**src/rtl/mix_freq_pkg.sv**
```systemverilog
// ---------------------------------------------------------------------------
// mix_freq_pkg
// Shared definitions for the mix_freq table loader:
//   - state_t   : loader FSM states
//   - CH_SHIFT, CH_W, IDX_W : layout of the register-bus address {ch, idx}
//   - pack_addr : builds a 16-bit register address from channel and index
// ---------------------------------------------------------------------------
package mix_freq_pkg;

    typedef enum logic [2:0] {
        ST_IDLE  = 3'd0,
        ST_FETCH = 3'd1,
        ST_WRITE = 3'd2,
        ST_SYNC  = 3'd3,
        ST_DONE  = 3'd4
    } state_t;

    localparam int CH_SHIFT = 12;
    localparam int CH_W     = 4;
    localparam int IDX_W    = 12;
    localparam int ADDR_W   = 16;

    // Channel select lives in the top nibble, table index in the low 12 bits.
    function automatic logic [ADDR_W-1:0] pack_addr(input logic [CH_W-1:0]  ch,
                                                     input logic [IDX_W-1:0] idx);
        logic [ADDR_W-1:0] a;
        a                    = '0;
        a[CH_SHIFT +: CH_W]  = ch;
        a[IDX_W-1:0]         = idx;
        return a;
    endfunction

endpackage

```
**src/rtl/mix_freq_tbl_loader.sv**
```systemverilog
// ---------------------------------------------------------------------------
// mix_freq_tbl_loader
// Streams a sine/reference table from an upstream valid/ready word source
// into every channel's table RAM of mix_freq_mc over the register bus, then
// programs sin_length and raises resync long enough for the pcm_clk domain.
//
// Ports
//   clk_2          : register-bus clock (only clock)
//   rst            : synchronous, active-high reset
//   start          : one-cycle load request, honoured only when idle
//   tbl_len        : words per channel, sampled at start
//   tbl_valid/ready: upstream word handshake (tbl_ready only high in FETCH)
//   tbl_data       : upstream table word, channel-major order
//   reg_addr       : {ch[3:0], idx[11:0]}
//   reg_wr         : write strobe, held with addr/data until reg_ready
//   reg_writedata  : write data
//   reg_ready      : bus accepts the write on a clk_2 edge with reg_wr=1
//   sin_length     : programmed table length, (len-1)<<1
//   resync         : RSYNC_CYC-cycle pulse to the mixer
//   busy           : high whenever the FSM is not idle
//   done           : one-cycle completion pulse
//   err            : one-cycle pulse when start carries an illegal length
// ---------------------------------------------------------------------------
module mix_freq_tbl_loader
    import mix_freq_pkg::*;
#(
    parameter int CHANNEL   = 1,
    parameter int pcmaw     = 10,
    parameter int RSYNC_CYC = 2
) (
    input  logic              clk_2,
    input  logic              rst,
    input  logic              start,
    input  logic [pcmaw-1:0]  tbl_len,
    input  logic              tbl_valid,
    output logic              tbl_ready,
    input  logic [31:0]       tbl_data,
    output logic [15:0]       reg_addr,
    output logic              reg_wr,
    output logic [31:0]       reg_writedata,
    input  logic              reg_ready,
    output logic [pcmaw-1:0]  sin_length,
    output logic              resync,
    output logic              busy,
    output logic              done,
    output logic              err
);

    // One bit wider than the index so a full 2^12-word table length fits.
    localparam int               LEN_W   = IDX_W + 1;
    localparam logic [LEN_W-1:0] MAX_LEN = LEN_W'(1) << (pcmaw - 1);
    localparam int               CNT_W   = $clog2(RSYNC_CYC + 1);

    state_t              state_q, state_d;
    logic [LEN_W-1:0]    len_q, len_d;
    logic [CH_W-1:0]     ch_q, ch_d;
    logic [IDX_W-1:0]    idx_q, idx_d;
    logic [CNT_W-1:0]    cnt_q, cnt_d;
    logic                tbl_ready_q, tbl_ready_d;
    logic                reg_wr_q, reg_wr_d;
    logic [15:0]         reg_addr_q, reg_addr_d;
    logic [31:0]         wdata_q, wdata_d;
    logic [pcmaw-1:0]    sin_q, sin_d;
    logic                resync_q, resync_d;
    logic                done_q, done_d;
    logic                err_q, err_d;

    logic [LEN_W-1:0]    tbl_len_ext;
    logic [LEN_W-1:0]    len_m1;
    logic [LEN_W-1:0]    sin_full;
    logic                len_ok;
    logic                last_idx;
    logic                last_ch;

    assign tbl_len_ext = LEN_W'(tbl_len);
    assign len_ok      = (tbl_len_ext != '0) && (tbl_len_ext <= MAX_LEN);
    assign len_m1      = len_q - LEN_W'(1);
    assign sin_full    = len_m1 << 1;
    assign last_idx    = ({1'b0, idx_q} == len_m1);
    assign last_ch     = (ch_q == CH_W'(CHANNEL - 1));

    always_comb begin
        state_d     = state_q;
        len_d       = len_q;
        ch_d        = ch_q;
        idx_d       = idx_q;
        cnt_d       = cnt_q;
        tbl_ready_d = tbl_ready_q;
        reg_wr_d    = reg_wr_q;
        reg_addr_d  = reg_addr_q;
        wdata_d     = wdata_q;
        sin_d       = sin_q;
        resync_d    = resync_q;
        done_d      = 1'b0;
        err_d       = 1'b0;

        case (state_q)
            ST_IDLE: begin
                if (start) begin
                    if (len_ok) begin
                        len_d       = tbl_len_ext;
                        ch_d        = '0;
                        idx_d       = '0;
                        tbl_ready_d = 1'b1;
                        state_d     = ST_FETCH;
                    end else begin
                        err_d       = 1'b1;
                    end
                end
            end

            ST_FETCH: begin
                if (tbl_valid && tbl_ready_q) begin
                    wdata_d     = tbl_data;
                    reg_addr_d  = pack_addr(ch_q, idx_q);
                    reg_wr_d    = 1'b1;
                    tbl_ready_d = 1'b0;
                    state_d     = ST_WRITE;
                end
            end

            ST_WRITE: begin
                // Strobe, address and data stay frozen until the bus accepts.
                if (reg_ready) begin
                    reg_wr_d = 1'b0;
                    if (last_idx && last_ch) begin
                        sin_d   = sin_full[pcmaw-1:0];
                        cnt_d   = '0;
                        state_d = ST_SYNC;
                    end else begin
                        if (last_idx) begin
                            idx_d = '0;
                            ch_d  = ch_q + CH_W'(1);
                        end else begin
                            idx_d = idx_q + IDX_W'(1);
                        end
                        tbl_ready_d = 1'b1;
                        state_d     = ST_FETCH;
                    end
                end
            end

            ST_SYNC: begin
                // First SYNC cycle only exposes the new sin_length; resync
                // follows so the mixer samples a settled length.
                if (cnt_q < CNT_W'(RSYNC_CYC)) begin
                    resync_d = 1'b1;
                    cnt_d    = cnt_q + CNT_W'(1);
                end else begin
                    resync_d = 1'b0;
                    done_d   = 1'b1;
                    state_d  = ST_DONE;
                end
            end

            ST_DONE: begin
                state_d = ST_IDLE;
            end

            default: begin
                state_d = ST_IDLE;
            end
        endcase
    end

    always_ff @(posedge clk_2) begin
        if (rst) begin
            state_q     <= ST_IDLE;
            len_q       <= '0;
            ch_q        <= '0;
            idx_q       <= '0;
            cnt_q       <= '0;
            tbl_ready_q <= 1'b0;
            reg_wr_q    <= 1'b0;
            reg_addr_q  <= '0;
            wdata_q     <= '0;
            sin_q       <= '0;
            resync_q    <= 1'b0;
            done_q      <= 1'b0;
            err_q       <= 1'b0;
        end else begin
            state_q     <= state_d;
            len_q       <= len_d;
            ch_q        <= ch_d;
            idx_q       <= idx_d;
            cnt_q       <= cnt_d;
            tbl_ready_q <= tbl_ready_d;
            reg_wr_q    <= reg_wr_d;
            reg_addr_q  <= reg_addr_d;
            wdata_q     <= wdata_d;
            sin_q       <= sin_d;
            resync_q    <= resync_d;
            done_q      <= done_d;
            err_q       <= err_d;
        end
    end

    assign tbl_ready     = tbl_ready_q;
    assign reg_wr        = reg_wr_q;
    assign reg_addr      = reg_addr_q;
    assign reg_writedata = wdata_q;
    assign sin_length    = sin_q;
    assign resync        = resync_q;
    assign busy          = (state_q != ST_IDLE);
    assign done          = done_q;
    assign err           = err_q;

endmodule

```
**config.mk**
```make
export PLATFORM = sky130hd
export DESIGN_NAME = mix_freq_tbl_loader
export DESIGN_NICKNAME = d
export VERILOG_FILES = /design/src/rtl/mix_freq_pkg.sv /design/src/rtl/mix_freq_tbl_loader.sv
export SDC_FILE = /design/constraint.sdc
export NUM_CORES = 1
export LEC_CHECK = 0
export ABC_AREA = 0
export CORE_AREA = 2 2 117 119
export CTS_BUF_LIST = sky130_fd_sc_hd__clkbuf_4 sky130_fd_sc_hd__clkbuf_8
export CTS_CLUSTER_SIZE = 40
export DETAILED_ROUTE_END_ITERATION = 12
export DIE_AREA = 0 0 119 121
export DONT_BUFFER_PORTS = 1
export GPL_TIMING_DRIVEN = 0
export PLACE_DENSITY_LB_ADDON = 0.1
export SYNTH_ARGS = -nofsm -noshare
export SYNTH_HDL_FRONTEND = slang
export SYNTH_SLANG_ARGS = --single-unit
```
**constraint.sdc**
```tcl
create_clock -name clk_2 -period 5.4 [get_ports clk_2]
set_clock_uncertainty 0.2 [all_clocks]
set_input_delay 0.81 -clock clk_2 [delete_from_list [all_inputs] [get_ports clk_2]]
set_output_delay 0.81 -clock clk_2 [all_outputs]
set_load 0.02 [all_outputs]
```
# --- After elaboration in Yosys (flattened, before gate mapping) ---
# Index checks and enable logic that the tools add are counted.
totals:
  ff_bits: 93
  input_bits: 47
  output_inout_bits: 64
op_classes:
  n_addsub: 4
  n_lt_le_gt_ge: 2
  n_eq_ne: 13
  n_mux: 35
  bitwise: 3
  reduce_logical: 22
ops:
  columns: ["operator", "count"]
  rows:
  - ["$mux W12", 5]
  - ["$pmux W12 S2", 1]
  - ["$mux W4", 5]
  - ["$ne A2 B2 Y1 const B", 9]
  - ["$mux W3", 5]
  - ["$eq A12 B13 Y1", 1]
  - ["$reduce_bool A13 Y1", 1]
  - ["$add A12 B1 Y12 const B", 1]
  - ["$pmux W3 S4", 1]
  - ["$reduce_and A6 Y1", 2]
  - ["$sub A10 B1 Y11 const B", 1]
  - ["$le A10 B10 Y1 const B", 1]
  - ["$mux W1", 10]
  - ["$reduce_and A5 Y1", 2]
  - ["$reduce_and A3 Y1", 3]
  - ["$mux W2", 4]
  - ["$pmux W4 S2", 1]
  - ["$eq A3 B2 Y1 const B", 2]
  - ["$reduce_bool A2 Y1", 3]
  - ["$reduce_bool A3 Y1", 2]
  - ["$add A4 B1 Y4 const B", 1]
  - ["$logic_not A4 Y1", 1]
  - ["$pmux W2 S2", 1]
  - ["$reduce_and A4 Y1", 1]
  - ["other kinds (11)", 15]

# --- Depth between registers and ports, before layout ---
# Gate-level depths: netlist of run 1.
logic_depth:
  word_depth: 6
  ltp_mapped: 12

# --- Worst setup path before layout of run 1 ---
# OpenSTA, ideal clock, no wires.
synth_timing:
  kind: "in2reg"
  startpoint: "input port tbl_len[5]"
  endpoint: "register ch_q[3]"
  setup_time_ns: 0.117
  arrival_time_ns: 2.653
  path_slack_ns: 2.430
  stages: 7
  path_buffers: 0
  path_cell_list: "or4_4 or4_4 a31oi_4 a211oi_1 nand4_1 mux2i_1 nand2_1"
synth_via:
  elab_chain_len: 4
synth_rtl:
  columns: ["element", "line", "rtl"]
  rows:
  - ["from (decl)", "mix_freq_tbl_loader.sv:34", "input logic [pcmaw-1:0] tbl_len,"]
  - ["$le A10 B10 Y1 or $reduce_bool A13 Y1 (tied branches)", "mix_freq_tbl_loader.sv:76", "assign len_ok = (tbl_len_ext != '0) && (tbl_len_ext <= MAX_LEN);"]
  - ["$logic_and A1 B1 Y1 *", "mix_freq_tbl_loader.sv:76", null]
  - ["$ne A2 B2 Y1 (no source line) *", null, null]
  - ["$reduce_and A6 Y1 (no source line) *", null, null]
  - ["to (signal assigned)", "mix_freq_tbl_loader.sv:184", "ch_q <= ch_d;"]
  - ["to (decl)", "mix_freq_tbl_loader.sv:56", "logic [CH_W-1:0] ch_q, ch_d;"]
# Every way passes the cells marked *; elsewhere a longest branch is shown, timed or not.
# A chain may end at the register's enable or synchronous reset.

# --- Worst setup path in the final report of run 1 ---
layout_timing:
  startpoint: "register len_q[0]"
  endpoint: "register sin_q[2], in the netlist sin_length[2]"
layout_via:
  elab_chain_len: 4
layout_rtl:
  columns: ["element", "line", "rtl"]
  rows:
  - ["from (decl)", "mix_freq_tbl_loader.sv:55", "logic [LEN_W-1:0] len_q, len_d;"]
  - ["from (signal assigned)", "mix_freq_tbl_loader.sv:183", "len_q <= len_d;"]
  - ["$sub A10 B1 Y11", "mix_freq_tbl_loader.sv:77", "assign len_m1 = len_q - LEN_W'(1);"]
  - ["via len_m1[0]", "mix_freq_tbl_loader.sv:69", "logic [LEN_W-1:0] len_m1;"]
  - ["$eq A12 B13 Y1", "mix_freq_tbl_loader.sv:79", "assign last_idx = ({1'b0, idx_q} == len_m1);"]
  - ["$logic_and A1 B1 Y1", "mix_freq_tbl_loader.sv:126", "if (last_idx && last_ch) begin"]
  - ["$reduce_and A3 Y1 (no source line)", null, null]
  - ["to (signal assigned)", "mix_freq_tbl_loader.sv:191", "sin_q <= sin_d;"]
  - ["to (decl)", "mix_freq_tbl_loader.sv:63", "logic [pcmaw-1:0] sin_q, sin_d;"]
# The timed path passes the listed nets, and every way through them passes these cells.

==> results of run 1 <==
## cells by family after synthesis
| group | synth area share |
|---|---|
| buffers and inverters | 0.0648 |
| AOI/OAI and AO/OA | 0.168 |
| adders and majority gates | 0.0112 |
| DFF | 0.416 |
| muxes | 0.0223 |
| xor gates and xnor gates | 0.0313 |
| other | 0.000837 |
| and+or+nand+nor | 0.286 |
## per-layer routing
metal | wire length (um) | part of all wire | vias to the layer above
li1 | - | - | 1857
met1 | 5280 | 0.44 | 1765
met2 | 5680 | 0.47 | 128
met3 | 843 | 0.070 | 26
met4 | 245 | 0.020 | 0
met5 | 0 | 0 | -
## sequential cells by signal, indices dropped and copies added, names as in the netlist
signal,flops
ch_q,4
cnt_q,2
reg_addr,16
len_q,10
idx_q,12
sin_length,9
done,1
state_q,3
tbl_ready,1
err,1
reg_writedata,32
reg_wr,1
resync,1
## power groups by stage
stage                     sequential [mW]  combinational, mW  clock (mW)
final                               0.709              0.155       0.540
after global routing                0.710              0.170       0.591
after CTS                           0.709              0.156       0.557
after detailed placement            0.725              0.155           0
after global placement              0.725              0.154           0
after floorplan                     0.721              0.123           0
## per-stage QoR
stage	instances	util	instance area, um^2
floorplan	535	-	4480
global placement	711	0.359	4700
detailed placement	711	0.359	4700
CTS	727	0.377	4930
global route	727	0.377	4930
finish	727	0.377	4930
## layout by cell type (no fill, tap or decap), drive strengths merged, types with 10 or more instances in the layout
master / instances
mux2i: 10
nand2: 129
buf: 10
inv: 11
dfxtp: 93
nor2: 32
a21oi: 66
clkbuf: 36
nand3: 13
## critical path: stages (launching register included)
cell,delay [ns]
dfxtp_1,0.31
buf_4,0.16
inv_1,0.10
ha_1,0.17
buf_6,0.13
nor3b_2,0.38
nand2_1,0.12
xnor2_1,0.22
a2111oi_4,0.66
nand4_2,0.29
buf_6,0.24
mux2i_1,0.15
nor2_1,0.05
## final timing paths
path / from / end / slack (ns) / cells past startpoint
worst max register to register: len_q[0] / sin_length[2] / 2.11 / 12
worst max-delay path: len_q[0] / sin_length[2] / 2.11 / 12
worst min register to register: cnt_q[0] / cnt_q[0] / 0.31 / 2
worst min-delay path: cnt_q[0] / cnt_q[0] / 0.31 / 2
## final cells by class
type,instances,area (um^2)
fillers,1356,8160
plain buffers,37,253
inverters,10,37.5
clock buffers,10,131
well taps,176,220
flip-flops and latches,93,1860
clock inverters,6,96.3
multi-input cells,395,2330
==> results.md, run 1 <==
* Drt drc at 0
* Area leader, netlist: dfxtp_1
* Worst slew pin tran at 0.729 ns
* WHS at just over 0.3 ns
* Die area at around 14000 um^2
* Synth Warn # at 0
* Unique masters post-synth at 76
* Initial Util at 0.342
* Final WS setup at 2.11 ns
* Global placer's final weighted congestion at about 0.87
* Clk pwr share at 0.385
* Final global-route overflow total at 0
* Mapped Cells at ~540
* Final worst-path cycle share at 0.609
* DR pass1 iterations at 5
* FFs w/ async S/R, synth at 0
* Global-route wire length before repair at between 15000 and 20000 um
* CP arrival at about 3.4 ns
* Sw Pwr at between 0.3 and 0.4 mW
* WL per Instance at roughly 17 um
* Initial antenna violation count at 0
* Clock latency on the worst-skew pair at roughly 0.38 ns
* Row count at 42
* Met1 Use GR at 0.209
* Crit. End Element: flip-flop
* Die Height at 121 um
* Met3 Track Usage GR at 0.0503
* Achievable Freq at between 300 and 400 MHz
* Final min period at between 3 and 4 ns
* Area growth from synthesis to layout at 10.0%
* CP startpoint kind: flip-flop
* P_leak at 1.79 nW
* Vias in the first global route at 3648
* PD cells at roughly 280 nW/um^2
* Ys flop type: dfxtp_1
* Antenna cell count at 0
* Synth top cells by count: nand2_1 (129), dfxtp_1 (93), a21oi_1 (64)
* Core area at 13100 um^2
* Layout cells sized above 1 at 0.114
* CTS Buf Count at 9
* Mean post-synth cell area at about 8.4 um^2
* Mapped cell area at 4480 um^2
* HPWL after detailed placement at 8970 um
* Seq/Total Area, Yosys at 0.416
* Htree depth at 3
* Number of synthesized flops with an enable pin at 0
* Reg clk slew, reported paths at ~0.1 ns
* Synthesized Nets at about 590
* DR vias/cell at about 5.2
* Crit Path Class: reg -> reg
* Busiest grt layer: met2
* Slew headroom at 0.512
* Status: finished clean
* Max FO, Critical Path at 10
* Met2 usage at 0.277
* Port Buf Inserts at 0
* Setup TNS at 0 ns
* Final-stage net count at 597
* Hold_buf cts at 0
* Largest net degree at the start of global routing at 17
* Detailed Route Iter0 Violations at between 100 and 150
* Pins over their slew limit at 0
* Comb pwr share at 0.110
* Worst endpoint required time at ~5.5 ns
* Synth area leaders: dfxtp_1 (42%), nand2_1 (11%), a21oi_1 (7.2%), nor2_1 (2.5%), mux2i_1 (2.2%)
* Yosys top cell area share at 0.416
* CTS tree: done
* Share of power burned in registers at 0.505
* IO Count at roughly 110
* Clock tree buffer depth at 2
* Switching share of total power at 0.271
* RSZ-0062 raised after global routing: no
* Post-Place Setup Slack at 2.11 ns
* Post-cts resize count at 0
* Max-Cap Viols at 0
* Vias at about 3800
* Internal power at 1.02 mW
* Tot GR Track Use at 0.169
* Root Buffer: clkbuf_8
* Sink Count at 93
* Synth Register Bits at just over 90
* Count leader, synth: nand2_1
* Final wirelength at ~12000 um
* Maximum vdd ir drop at roughly 0.13 mV
* Hold Path Class: reg -> reg
* Setup violators final at 0
* Die width at about 120 um
* Tot Pwr at 1.40 mW
* Post-CTS repair timing setup buffer count at 0
* Hold Vio Cnt, Final at 0
* ANT nets after route at 0
Power figures use the tool's default switching activity.
==> run 2, diff against run 1 <==
==> constraint.sdc (replaced) <==
create_clock -name clk_2 -period 2.65 [get_ports clk_2]
set_clock_uncertainty 0.2 [all_clocks]
set_input_delay 0.3975 -clock clk_2 [delete_from_list [all_inputs] [get_ports clk_2]]
set_output_delay 0.3975 -clock clk_2 [all_outputs]
set_load 0.02 [all_outputs]
==> results.md, run 2 (same netlist as run 1, synthesis figures left out) <==
* Comb pwr share at 0.154
* Global-route wire length before repair at around 20000 um
* CTS Buf Count at 9
* P_leak at around 2.1 nW
* Area growth from synthesis to layout at 25.8%
* CTS tree: done
* Vias at between 3000 and 4000
* Initial Util at 0.342
* Share of power burned in registers at 0.503
* Die area at 14400 um^2
* CP arrival at ~2.7 ns
* Hold Vio Cnt, Final at 0
* IO Count at roughly 110
* Area of the multi-input gates at between 2000 and 2500 um^2
* Max-Cap Viols at 0
* DR vias/cell at 5.06
* WL per Instance at roughly 16 um
* Final global-route overflow total at 0
* Worst endpoint required time at 2.72 ns
* Crit Path Class: reg -> reg
* Initial antenna violation count at 0
* Tot GR Track Use at 0.181
* Clk pwr share at 0.343
* Filler cells at about 1300
* Maximum vdd ir drop at roughly 0.23 mV
* Setup violators final at 0
* Cell area after layout at about 5600 um^2
* Clock latency on the worst-skew pair at between 0.3 and 0.4 ns
* Sw Pwr at around 0.8 mW
* Dpl cell area at between 4000 and 5000 um^2
* Commonest non-fill, non-tap cells in the layout: nand2_1 (128), dfxtp_1 (91), a21oi_1 (63)
* Hold Path Class: in -> reg
* Worst R2R Setup Slack at around 0.054 ns
* Antenna cell count at 0
* Final wirelength at roughly 13000 um
* Final min period at 2.60 ns
* Reg clk slew, reported paths at 0.09 ns
* Post-layout util at 0.431
* CP startpoint kind: flip-flop
* HPWL after detailed placement at ~9000 um
* RR Startpoint: len_q[1]
* Core area at approximately 13000 um^2
* Crit. End Element: flip-flop
* Largest net degree at the start of global routing at 16
* Clock tree buffer depth at 2
* Worst R2R End: idx_q[4]
* Die Height at roughly 120 um
* Internal power at between 2 and 2.5 mW
* Final worst-path cycle share at 0.979
* Switching share of total power at 0.274
* Status: finished clean
* Final-stage net count at between 600 and 700
* Max FO, Critical Path at 8
* Root Buffer: clkbuf_8
* Htree depth at 3
* Hold Path Depth at 4
* Register area at ~1900 um^2
* RSZ-0062 raised after global routing: yes
* Hold Crit Start: tbl_len[9]
* Tot Pwr at ~2.9 mW
* Drt drc at 0
* Port Buf Inserts at 0
* PD cells at 510 nW/um^2
* Hold Path End: len_q[9]
* DR pass1 iterations at 6
* Layout cells sized above 1 at 0.163
* Achievable Freq at about 390 MHz
* Die width at between 100 and 150 um
* FF-to-FF path depth at 10
* ANT nets after route at 0
* Max reg flops at 32
* Row count at 42
* Global placer's final weighted congestion at ~0.87
* Slew headroom at 0.541
* Sink Count at 93
* Pins over their slew limit at 0
* Commonest non-fill, non-tap cell in the layout: nand2_1
* Worst slew pin tran at 0.687 ns
* Detailed Route Iter0 Violations at 108
* Vias in the first global route at 3872
## run 2: cell types whose count changed in the layout (fill, tap and decap cells not counted), moves of 3 or more
cell,delta
nor3_1,-3
dlygate4sd3_1,+41
buf_6,+4
buf_4,+10
## run 2: layout make-up
cell class | instances | share of cell area
multi-input cells | 395 | 0.440
clock buffers | 10 | 0.0244
inverters | 10 | 0.00755
flip-flops and latches | 93 | 0.332
well taps | 176 | 0.0391
plain buffers | 35 | 0.0429
repair buffers | 59 | 0.104
clock inverters | 5 | 0.0104
## run 2: metal layers
| metal | GRT usage | share of wire | vias up |
|---|---|---|---|
| met2 | 0.302 | 0.48 | 82 |
| met1 | 0.222 | 0.45 | 1891 |
| li1 | - | - | 1976 |
| met5 | 0 | 0 | - |
| met3 | 0.0446 | 0.050 | 15 |
| met4 | 0.0774 | 0.020 | 0 |
## run 2: worst max-delay path, cell delays in order (launching register included)
cell	delay, ns
dfxtp_4	0.37
inv_4	0.06
ha_4	0.16
nor3b_4	0.32
nand2_2	0.14
xnor2_4	0.18
a2111oi_4	0.31
buf_6	0.19
a21o_4	0.18
nor2_4	0.07
a221o_1	0.31
## run 2: worst max-delay path by stage
| stage | slack (ns) | startpoint | depth (start not counted) | end |
|---|---|---|---|---|
| 2_1_floorplan | 0.001 | len_q[0] | 11 | idx_q[3] |
| 3_3_place_gp | -0.38 | len_q[1] | 10 | idx_q[4] |
| 4_1_cts | -0.15 | len_q[0] | 12 | sin_length[6] |
| 3_5_place_dp | -0.35 | len_q[0] | 11 | idx_q[4] |
| 5_1_grt | -0.08 | len_q[1] | 10 | idx_q[4] |
| 6_report | 0.05 | len_q[1] | 10 | idx_q[4] |
## run 2: power by group through the flow
stage | combinational, mW | clock [mW] | sequential, mW
floorplan | 0.262 | 0 | 1.47
global placement | 0.324 | 0 | 1.48
detailed placement | 0.326 | 0 | 1.48
CTS | 0.402 | 1.03 | 1.44
global route | 0.482 | 1.08 | 1.45
finish | 0.442 | 0.984 | 1.45
## run 2: metrics by stage
stage / std cells / setup WS [ns] / TNS [ns] / hold slack, ns
detailed placement: 711 / -0.351 / -7.92 / 0.285
global placement: 711 / -0.376 / -8.71 / 0.282
global route: 783 / -0.0816 / -0.753 / 0.104
finish: 783 / 0.0545 / 0 / 0.0927
floorplan: 535 / 0.00146 / 0 / 0.266
CTS: 777 / -0.151 / -2.20 / 0.0672
## run 2: timing repair
item | in CTS | in global routing
pin swaps | 19 | 14
gates cloned | 1 | 0
hold endpoints to repair | 41 | 0
resized for setup | 22 | 19
endpoints found under the setup margin | 28 | 29
setup buffers | 9 | 8
hold buffers | 41 | 0
